[config.mk]
export PLATFORM = sky130hd
export DESIGN_NAME = ex_muldiv_unit
export DESIGN_NICKNAME = d
export VERILOG_FILES = /design/src/rtl/ex_muldiv_unit.sv
export SDC_FILE = /design/constraint.sdc
export NUM_CORES = 1
export LEC_CHECK = 0
export CAP_MARGIN = 10
export CELL_PAD_IN_SITES_DETAIL_PLACEMENT = 2
export CELL_PAD_IN_SITES_GLOBAL_PLACEMENT = 2
export CORE_MARGIN = 5
export CORE_UTILIZATION = 28
export DETAILED_ROUTE_END_ITERATION = 10
export PLACE_DENSITY = 0.71
export SLEW_MARGIN = 20
export SYNTH_ARGS = -nofsm -noshare
export SYNTH_HDL_FRONTEND = slang
export SYNTH_SLANG_ARGS = --single-unit
[constraint.sdc]
create_clock -name clock -period 4.95 [get_ports clock]
set_input_delay 1.2375 -clock clock [delete_from_list [all_inputs] [get_ports clock]]
set_output_delay 1.2375 -clock clock [all_outputs]
set_load 0.02 [all_outputs]
[src/rtl/ex_muldiv_unit.sv]
// ex_muldiv_unit
//   Iterative multiply/divide unit that sits in EX beside the ALU. It runs
//   MULT/MULTU (shift-add) and DIV/DIVU (restoring), one iteration per cycle,
//   into the architectural HI/LO registers. It also serves MFHI/MFLO as an
//   EX result and MTHI/MTLO writes. While an operation is in flight, stall
//   holds PC, IF/ID and ID/EX.
//
//   State table
//     IDLE | no operation in flight
//     BUSY | iterating; count_q holds the number of iterations completed
//     DONE | HI/LO were just written; done pulses; a new op may start
//
// Ports
//   clock      pipeline clock, all state updates on posedge
//   reset_n    synchronous active-low reset
//   op_valid   ID/EX holds a valid instruction for this unit
//   op         0 NOP,1 MULT,2 MULTU,3 DIV,4 DIVU,5 MFHI,6 MFLO,7 MTHI,8 MTLO
//   A, B       rs / rt operand values
//   flush      abort the in-flight operation
//   stall      hold upstream stages this cycle
//   done       one-cycle pulse after HI/LO are updated by a mul/div
//   mf_result  HI (MFHI) or LO (MFLO) when op_valid, else 0
//   hi, lo     current HI/LO registers
module ex_muldiv_unit #(
  parameter int WIDTH = 32,
  parameter int CNT_W = 6
) (
  input  logic             clock,
  input  logic             reset_n,
  input  logic             op_valid,
  input  logic [3:0]       op,
  input  logic [WIDTH-1:0] A,
  input  logic [WIDTH-1:0] B,
  input  logic             flush,
  output logic             stall,
  output logic             done,
  output logic [WIDTH-1:0] mf_result,
  output logic [WIDTH-1:0] hi,
  output logic [WIDTH-1:0] lo
);

  localparam logic [1:0] ST_IDLE = 2'd0;
  localparam logic [1:0] ST_BUSY = 2'd1;
  localparam logic [1:0] ST_DONE = 2'd2;

  localparam logic [3:0] OP_MULT  = 4'd1;
  localparam logic [3:0] OP_MULTU = 4'd2;
  localparam logic [3:0] OP_DIV   = 4'd3;
  localparam logic [3:0] OP_DIVU  = 4'd4;
  localparam logic [3:0] OP_MFHI  = 4'd5;
  localparam logic [3:0] OP_MFLO  = 4'd6;
  localparam logic [3:0] OP_MTHI  = 4'd7;
  localparam logic [3:0] OP_MTLO  = 4'd8;

  logic [1:0]       state_q, state_d;
  logic [CNT_W-1:0] count_q, count_d;
  logic [WIDTH-1:0] hi_q, hi_d;
  logic [WIDTH-1:0] lo_q, lo_d;
  // acc: product high half / partial remainder; shf: product low half / quotient
  logic [WIDTH-1:0] acc_q, acc_d;
  logic [WIDTH-1:0] shf_q, shf_d;
  logic [WIDTH-1:0] opnd_q, opnd_d;     // multiplicand or divisor magnitude
  logic [WIDTH-1:0] a_raw_q, a_raw_d;   // unmodified A, needed for divide-by-zero
  logic             is_div_q, is_div_d;
  logic             neg_q, neg_d;       // negate product / quotient
  logic             rem_neg_q, rem_neg_d;
  logic             div0_q, div0_d;

  logic             is_md, is_signed, start, last_iter;
  logic             a_neg, b_neg;
  logic [WIDTH-1:0] a_mag, b_mag;
  logic [WIDTH:0]   mul_sum, div_shift, div_diff;
  logic [WIDTH-1:0] acc_it, shf_it, quo, rem;
  logic [2*WIDTH-1:0] prod;

  always_comb begin
    is_md     = op_valid && (op == OP_MULT || op == OP_MULTU ||
                             op == OP_DIV  || op == OP_DIVU);
    is_signed = (op == OP_MULT) || (op == OP_DIV);
    start     = is_md && !flush && (state_q != ST_BUSY);
    last_iter = (count_q == CNT_W'(WIDTH - 1));

    a_neg = is_signed && A[WIDTH-1];
    b_neg = is_signed && B[WIDTH-1];
    a_mag = a_neg ? -A : A;
    b_mag = b_neg ? -B : B;

    // One shift-add step: add multiplicand if multiplier LSB set, then shift
    // the {carry, acc, shf} pair right so the multiplier bits drain out.
    mul_sum = {1'b0, acc_q} + (shf_q[0] ? {1'b0, opnd_q} : '0);

    // One restoring step: bring in the next dividend bit, try to subtract.
    div_shift = {acc_q, shf_q[WIDTH-1]};
    div_diff  = div_shift - {1'b0, opnd_q};

    acc_it = '0;
    shf_it = '0;
    if (is_div_q) begin
      if (!div_diff[WIDTH]) begin
        acc_it = div_diff[WIDTH-1:0];
        shf_it = {shf_q[WIDTH-2:0], 1'b1};
      end else begin
        acc_it = div_shift[WIDTH-1:0];
        shf_it = {shf_q[WIDTH-2:0], 1'b0};
      end
    end else begin
      acc_it = mul_sum[WIDTH:1];
      shf_it = {mul_sum[0], shf_q[WIDTH-1:1]};
    end

    prod = {acc_it, shf_it};
    if (neg_q) prod = -prod;
    quo = neg_q ? -shf_it : shf_it;
    rem = rem_neg_q ? -acc_it : acc_it;
  end

  always_comb begin
    state_d   = state_q;
    count_d   = count_q;
    hi_d      = hi_q;
    lo_d      = lo_q;
    acc_d     = acc_q;
    shf_d     = shf_q;
    opnd_d    = opnd_q;
    a_raw_d   = a_raw_q;
    is_div_d  = is_div_q;
    neg_d     = neg_q;
    rem_neg_d = rem_neg_q;
    div0_d    = div0_q;

    if (state_q == ST_BUSY) begin
      if (flush) begin
        state_d = ST_IDLE;
        count_d = '0;
      end else begin
        acc_d   = acc_it;
        shf_d   = shf_it;
        count_d = count_q + 1'b1;
        if (last_iter) begin
          state_d = ST_DONE;
          if (!is_div_q) begin
            hi_d = prod[2*WIDTH-1:WIDTH];
            lo_d = prod[WIDTH-1:0];
          end else if (div0_q) begin
            // Signed or not, divide-by-zero reports all-ones and the raw dividend.
            hi_d = a_raw_q;
            lo_d = '1;
          end else begin
            hi_d = rem;
            lo_d = quo;
          end
        end
      end
    end else begin
      state_d = ST_IDLE;
      if (op_valid && op == OP_MTHI) hi_d = A;
      if (op_valid && op == OP_MTLO) lo_d = A;
      if (start) begin
        state_d   = ST_BUSY;
        count_d   = '0;
        acc_d     = '0;
        shf_d     = a_mag;
        opnd_d    = b_mag;
        a_raw_d   = A;
        is_div_d  = (op == OP_DIV) || (op == OP_DIVU);
        neg_d     = a_neg ^ b_neg;
        rem_neg_d = a_neg;
        div0_d    = (B == '0);
      end
    end
  end

  always_ff @(posedge clock) begin
    if (!reset_n) begin
      state_q   <= ST_IDLE;
      count_q   <= '0;
      hi_q      <= '0;
      lo_q      <= '0;
      acc_q     <= '0;
      shf_q     <= '0;
      opnd_q    <= '0;
      a_raw_q   <= '0;
      is_div_q  <= 1'b0;
      neg_q     <= 1'b0;
      rem_neg_q <= 1'b0;
      div0_q    <= 1'b0;
    end else begin
      state_q   <= state_d;
      count_q   <= count_d;
      hi_q      <= hi_d;
      lo_q      <= lo_d;
      acc_q     <= acc_d;
      shf_q     <= shf_d;
      opnd_q    <= opnd_d;
      a_raw_q   <= a_raw_d;
      is_div_q  <= is_div_d;
      neg_q     <= neg_d;
      rem_neg_q <= rem_neg_d;
      div0_q    <= div0_d;
    end
  end

  always_comb begin
    // BUSY stalls everything, including MF*/MT* waiting on the result.
    stall = reset_n && !flush &&
            ((state_q == ST_BUSY) || (state_q == ST_IDLE && is_md));
    done  = (state_q == ST_DONE);
    hi    = hi_q;
    lo    = lo_q;
    mf_result = '0;
    if (op_valid && op == OP_MFHI) mf_result = hi_q;
    if (op_valid && op == OP_MFLO) mf_result = lo_q;
  end

endmodule

==> flow_summary_export.csv, run 1 <==
group,metric,value,unit
status,status,"complete, but fails checks",
status,violations,"negative setup slack",
sta,worst_slew_pin_slew,1.006,ns
synth,synth_top_area_share,22.59,%
synth,synth_area_leader_cell,"dfxtp_1",
clock_tree,cts-root-buf,"clkbuf_16",
clock_tree,numCtsBuffers,29,
pwr,p_sw,1747,µW
sta,clock_skew,0.02544,ns
synth,synthTopCellsByArea,"dfxtp_1 (23%), nand2_1 (7.3%), o21ai_0 (5.4%)",
sta,period_needed,4.967,ns
job,drv_cap,0,
synth,synthArstFlopShare,0,%
routing,drtAntennaViolNets,0,
finish,drive_above_1_share,17.53,%
synth,yosysSeqAreaShare,22.59,%
worst_setup_path,path_cells,"inv_2 > ha_4 > inv_2 > fa_2 > a211oi_4 > o211ai_1 > a21boi_2 > a21bo_2 > a21o_4 > nor2_4 > a21oi_2 > ha_2 > nand2_2 > or4b_4 > or4_4 > nand2b_4 > nor3_4 > nand2_2 > or2_4 > o21ai_2 > xor2_1 > mux2i_1 > a22o_1",
floorplan,die_h,264.1,µm
routing,wire_per_inst,25.40,µm
synth,yosysWarnings,0,
global_route,grt_pass1_vias,23053,
sta,maxSlewViolCount,0,
pwr,p_per_area,216.9,nW/µm²
pwr,p_int,3442,µW
synth,ys_ff_latch,204,
clock_tree,cts.clk_slew.worst_paths,0.06,ns
global_route,antenna_found_initial,5,
floorplan,num_rows,93,
routing,drcViolationCount,0,
placement,gp_congestion,0.9115,
clock_tree,cts_tree,"yes",
worst_setup_path,cp.buffers_inverters,2,
floorplan,initial_core_util,28.14,%
clock_tree,clk_latency,0.59,ns
finish,final_cells,3720,
finish,syn2layout_area_growth,32.35,%
global_route,overflow,0,
worst_setup_path,path_class,"flop to flop",
sta,final_hold_viol_count,0,
clock_tree,htree_num_levels,1,
placement,dp_hpwl,74050,µm
routing,drtPass1Iterations,5,
global_route,grt_pass1_wl,143100,µm
pwr,leakage,0.009601,µW
synth,syn_nets,2638,
worst_setup_path,arrival,5.43,ns
global_route,grt_max_degree,85,
pwr,swShare,33.67,%
worst_hold_path,hp-class,"flop to flop",
synth,synth.distinct_cells,105,
worst_setup_path,r2r_slack,-0.02,ns
placement,place_inst,3654,
clock_tree,cts_hold_buf,0,
floorplan,ios,170,
routing,drt_first_iter_violations,1128,
sta,setup_viol,1,
synth,yosys-top-cells-count,"nand2_1 (353), dfxtp_1 (204), nor2_1 (200), o21ai_0 (195), a21oi_1 (183)",
pwr,p_seq_share,33.0,%
floorplan,die_w,264.1,µm
finish,final_util,37.25,%
finish,nNetsFinal,2985,
worst_setup_path,critPathSlowestCell,"or4b_4",
sta,min_period_over_period,100.3,%
worst_setup_path,required,5.42,ns
worst_setup_path,cp_max_fo,3,
clock_tree,cts_buffer_depth,3,
pwr,max-vdd-ir-drop,0.0002181,V
pwr,clkPwrFrac,40.9,%
floorplan,core_area,64230,µm²
clock_tree,cts_sinks,204,
pwr,power_frac_comb,26.1,%
routing,viasPerCell,5.679,
synth,synth.avg_cell_area,7.245,µm²
worst_setup_path,end_kind,"flop",
sta,relSlewSlack,32.66,%
worst_setup_path,max_stage_delay,0.59,ns
synth,synth_most_common_cell,"nand2_1",
routing,vias,21125,
floorplan,fp.dieArea,69740,µm²
synth,synthFlopType,"dfxtp_1",
synth,synth-edff-count,0,
placement,port-buffer-count,169,
sta,rsz0062_at_grt,"true",
routing,wl,94510,µm
worst_setup_path,crit_family,"simple AND/OR/NAND/NOR gates",
sta,fmax,0.2013,GHz
sta,fin_ws,-0.01675,ns
pwr,p_total,5189,µW
synth,netlist_area,18080,µm²
global_route,grt_usage,25.75,%
worst_setup_path,critPathLaunchType,"flop",
synth,postSynthCellCount,2495,
## layer usage
metal	part of all wire (%)	wire [µm]	GRT usage, %
met5	0.029	27	0
met2	48	44970	43.82
met1	44	41890	33.78
met4	3.6	3397	7.944
met3	4.5	4223	3.735
## layout by cell type (no fill, tap or decap), types with 11 or more instances in the layout
cell type,instances
nor2b_1,46
a31oi_1,43
mux2_2,16
nand4_1,23
a211oi_1,45
nor2_1,190
o21ai_0,186
inv_1,72
clkdlybuf4s50_1,168
o31ai_1,30
o211a_1,35
o21ai_1,13
clkbuf_16,29
nand2_1,346
and3_1,12
nor3_1,47
ha_1,65
o211ai_1,37
and2_1,31
a21boi_0,65
o21a_1,11
a21o_1,19
mux2i_1,35
a21oi_1,177
xnor2_1,83
dfxtp_1,200
o221ai_1,12
a22o_1,37
xor2_1,90
or3_1,29
buf_4,306
nand3_1,78
## final timing paths
check / startpoint / end / cells past startpoint
hold / removal: a_raw_q[7] / a_raw_q[7] / 2
setup reg to reg: shf_q[31] / hi[12] / 23
hold reg to reg: a_raw_q[7] / a_raw_q[7] / 2
setup / recovery: shf_q[31] / hi[12] / 23
## power groups by stage
stage                     combinational [µW]  sequential [µW]  clock (µW)
final                                   1350             1710        2120
after global routing                    1430             1720        2230
after CTS                               1310             1710        2170
after detailed placement                1260             1750           0
after global placement                  1230             1750           0
after floorplan                          631             1750           0
## worst register-to-register path, delay by kind of cell, from the launching register on
family / cells / cell delay, ns
flip-flops: 1 / 0.32
AO/OA/AOI/OAI: 8 / 1.55
AND/OR/NAND/NOR: 8 / 1.92
adder cells (fa/ha/maj): 3 / 0.70
multiplexers: 1 / 0.09
buffers and inverters: 2 / 0.09
XOR/XNOR: 1 / 0.17
## layout make-up
| class | count | area, µm² |
|---|---|---|
| fillers | 7540 | 40310 |
| multi-input cells | 2048 | 13400 |
| repair buffers | 484 | 4144 |
| flip-flops and latches | 204 | 4091 |
| well taps | 855 | 1070 |
| clock buffers | 34 | 774.5 |
| inverters | 75 | 281.5 |
| clock inverters | 18 | 161.4 |
| diodes | 2 | 5.005 |
## cells by family (layout without fill, tap and decap cells)
| family | count (synthesis) | in the layout | share of synthesized area, % |
|---|---|---|---|
| AOI/OAI and AO/OA | 849 | 849 | 32.06 |
| xor gates and xnor gates | 174 | 174 | 8.431 |
| DFF | 204 | 204 | 22.59 |
| buffers and inverters | 243 | 611 | 5.454 |
| muxes | 52 | 52 | 2.997 |
| other | 0 | 2 | 0 |
| adders and majority gates | 71 | 71 | 4.998 |
| and+or+nand+nor | 902 | 902 | 23.47 |
## registers in the layout (all words and copies together), names as in the netlist
register and flops:
opnd_q 32, is_div_q 1, a_raw_q 32, hi 32
state_q 2, neg_q 1, count_q 6, div0_q 1
shf_q 32, lo 32, acc_q 32, rem_neg_q 1
## per-stage QoR
step                setup TNS [ns]  instance area [µm²]  hold WS, ns  setup WS [ns]
global route                -1.622                23920       0.4847        -0.1733
global placement           -0.8415                22580       0.4503        -0.2343
CTS                      -0.002645                23710       0.4714      -0.002645
finish                    -0.01675                23920       0.4681       -0.01675
floorplan                        0                18120       0.4228        0.02257
detailed placement          -2.753                22580       0.4632        -0.2978
## what timing repair did
item,CTS,global route
pin swaps,18,40
buffers inserted,7,5
endpoints found under the setup margin,16,25
gates resized for setup,31,42
cloned,0,0
No activity file was read; power rests on OpenSTA's default activity.
==> run 2: changes to the inputs <==
--- a/config.mk
+++ b/config.mk
@@ -12,6 +12,7 @@
 export CORE_UTILIZATION = 28
 export DETAILED_ROUTE_END_ITERATION = 10
 export PLACE_DENSITY = 0.71
+export SKIP_LAST_GASP = 1
 export SLEW_MARGIN = 20
 export SYNTH_ARGS = -nofsm -noshare
 export SYNTH_HDL_FRONTEND = slang
==> run 2 against run 1 <==
Net effect: the run still ends with negative setup slack left; utilization hardly changed; final cell count is the same; design area is essentially flat; die area stayed put; register-to-register slack lost 0.02 ns.
==> flow_summary_export.csv, run 2 (synthesis gave the netlist of run 1 again) <==
group,metric,value,unit
job,drv_cap,0,
finish,fillers,7543,
floorplan,fp.dieArea,69740,µm²
sta,fmax,0.2004,GHz
sta,fin_ws,-0.03963,ns
worst_hold_path,hp-class,"flop to flop",
floorplan,core_area,64230,µm²
sta,hold_slack,0.4686,ns
clock_tree,cts.clk_slew.worst_paths,0.06,ns
placement,gp_congestion,0.9115,
floorplan,initial_core_util,28.14,%
clock_tree,cts-root-buf,"clkbuf_16",
floorplan,die_h,264.1,µm
sta,rsz0062_at_grt,"true",
finish,postLayoutCellArea,23910,µm²
floorplan,ios,170,
global_route,overflow,0,
sta,period_needed,4.990,ns
finish,syn2layout_area_growth,32.28,%
finish,drive_above_1_share,17.43,%
routing,drcViolationCount,0,
pwr,p_per_area,216.9,nW/µm²
routing,wl,94460,µm
placement,port-buffer-count,169,
worst_setup_path,end_kind,"flop",
worst_setup_path,crit_end,"hi[12]",
finish,seq_area,4091,µm²
global_route,gr-usage-met1,33.78,%
clock_tree,cts_tree,"yes",
worst_setup_path,reg2reg_to,"hi[12]",
clock_tree,htree_num_levels,1,
global_route,antenna_found_initial,5,
status,violations,"negative setup slack",
floorplan,die_w,264.1,µm
pwr,p_total,5188,µW
clock_tree,cts_buffer_depth,3,
floorplan,num_rows,93,
clock_tree,numCtsBuffers,29,
placement,dp_hpwl,74050,µm
sta,relSlewSlack,32.33,%
sta,maxSlewViolCount,0,
worst_setup_path,arrival,5.46,ns
sta,finalSetupTns,-0.07655,ns
finish,nNetsFinal,2985,
finish,final_cell_mix,"nand2_1 (347), buf_4 (307), dfxtp_1 (200)",
routing,drtAntennaViolNets,0,
routing,wire_per_inst,25.39,µm
sta,worst_slew_pin_slew,1.011,ns
global_route,use_met3,3.735,%
finish,multiInputGateArea,13390,µm²
sta,final_hold_viol_count,0,
finish,final_util,37.23,%
worst_setup_path,critPathLaunchType,"flop",
pwr,leakage,0.009599,µW
routing,drt_first_iter_violations,1209,
status,status,"complete, but fails checks",
global_route,grt_usage,25.75,%
sta,min_period_over_period,100.8,%
global_route,grt_pass1_vias,23053,
clock_tree,cts_hold_buf,0,
worst_setup_path,r2r_slack,-0.04,ns
global_route,grt_max_degree,85,
global_route,top_usage_layer,"met2",
worst_setup_path,required,5.42,ns
worst_setup_path,cp_max_fo,3,
routing,drtPass1Iterations,5,
worst_setup_path,reg2reg_depth,23,
clock_tree,clk_latency,0.59,ns
global_route,grt_pass1_wl,143100,µm
finish,final_common_cell,"nand2_1",
routing,vias,21157,
worst_setup_path,r2r_start,"shf_q[31]",
sta,setup_viol,2,
placement,dpl_cell_area,22580,µm²
pwr,max-vdd-ir-drop,0.0002183,V
worst_setup_path,crit_path_start,"shf_q[31]",
global_route,met2_usage,43.82,%
sta,clock_skew,0.02749,ns
clock_tree,cts_sinks,204,
worst_setup_path,path_class,"flop to flop",
routing,viasPerCell,5.687,
[run 2: worst min-delay path by stage]
stage,slack [ns],depth (start not counted),end,from
6_report,0.47,2,a_raw_q[7],a_raw_q[7]
5_1_grt,0.48,2,a_raw_q[7],a_raw_q[7]
4_1_cts,0.47,2,a_raw_q[7],a_raw_q[7]
3_5_place_dp,0.46,2,a_raw_q[7],a_raw_q[7]
3_3_place_gp,0.45,1,count_q[5],count_q[5]
2_1_floorplan,0.42,1,count_q[5],count_q[5]
[run 2: what timing repair did]
action | in CTS | in global routing
gates cloned | 0 | 0
endpoints found under the setup margin | 16 | 25
resized for setup | 31 | 38
buffers inserted | 7 | 5
pin swaps | 18 | 40
[run 2: report_power, final]
part           total [µW]  switching, µW  internal, µW
clock                2120            902          1220
sequential           1710           35.1          1680
combinational        1350            811           542
total                5190           1750          3440
[run 2: critical path, stage by stage, from the launching register on]
cell and delay (ns):
dfxtp_2 0.32, inv_2 0.06, ha_4 0.13, inv_2 0.03, fa_2 0.36, a211oi_4 0.30, o211ai_1 0.21, a21boi_2 0.23
a21bo_2 0.20, a21o_4 0.14, nor2_4 0.05, a21oi_2 0.13, ha_2 0.20, nand2_2 0.05, or4b_4 0.60, or4_4 0.44
nand2b_4 0.18, nor3_4 0.23, nand2_2 0.13, or2_4 0.27, o21ai_2 0.13, xor2_1 0.16, mux2i_1 0.09, a22o_1 0.21
[run 2: final cells by class]
cell class | instances | area share (%)
multi-input combinational | 2048 | 55.99
tap | 855 | 4.474
sequential | 204 | 17.11
clock inverter | 18 | 0.6750
timing repair buffer | 484 | 17.31
clock buffer | 34 | 3.239
antenna | 2 | 0.02093
inverter | 75 | 1.177
[run 2: stage by stage]
stage                     cells  setup slack [ns]
after CTS                  3713         -0.002645
after detailed placement   3654           -0.2978
after floorplan            2495           0.02257
after global routing       3719           -0.1756
after global placement     3654           -0.2343
final                      3720          -0.03963
[run 2: layer usage]
metal	wire, µm	part of all wire, %	vias to the layer above
li1	-	-	9754
met1	41950	44	10730
met2	45140	48	501
met3	4131	4.4	168
met4	3223	3.4	4
met5	27	0.029	-
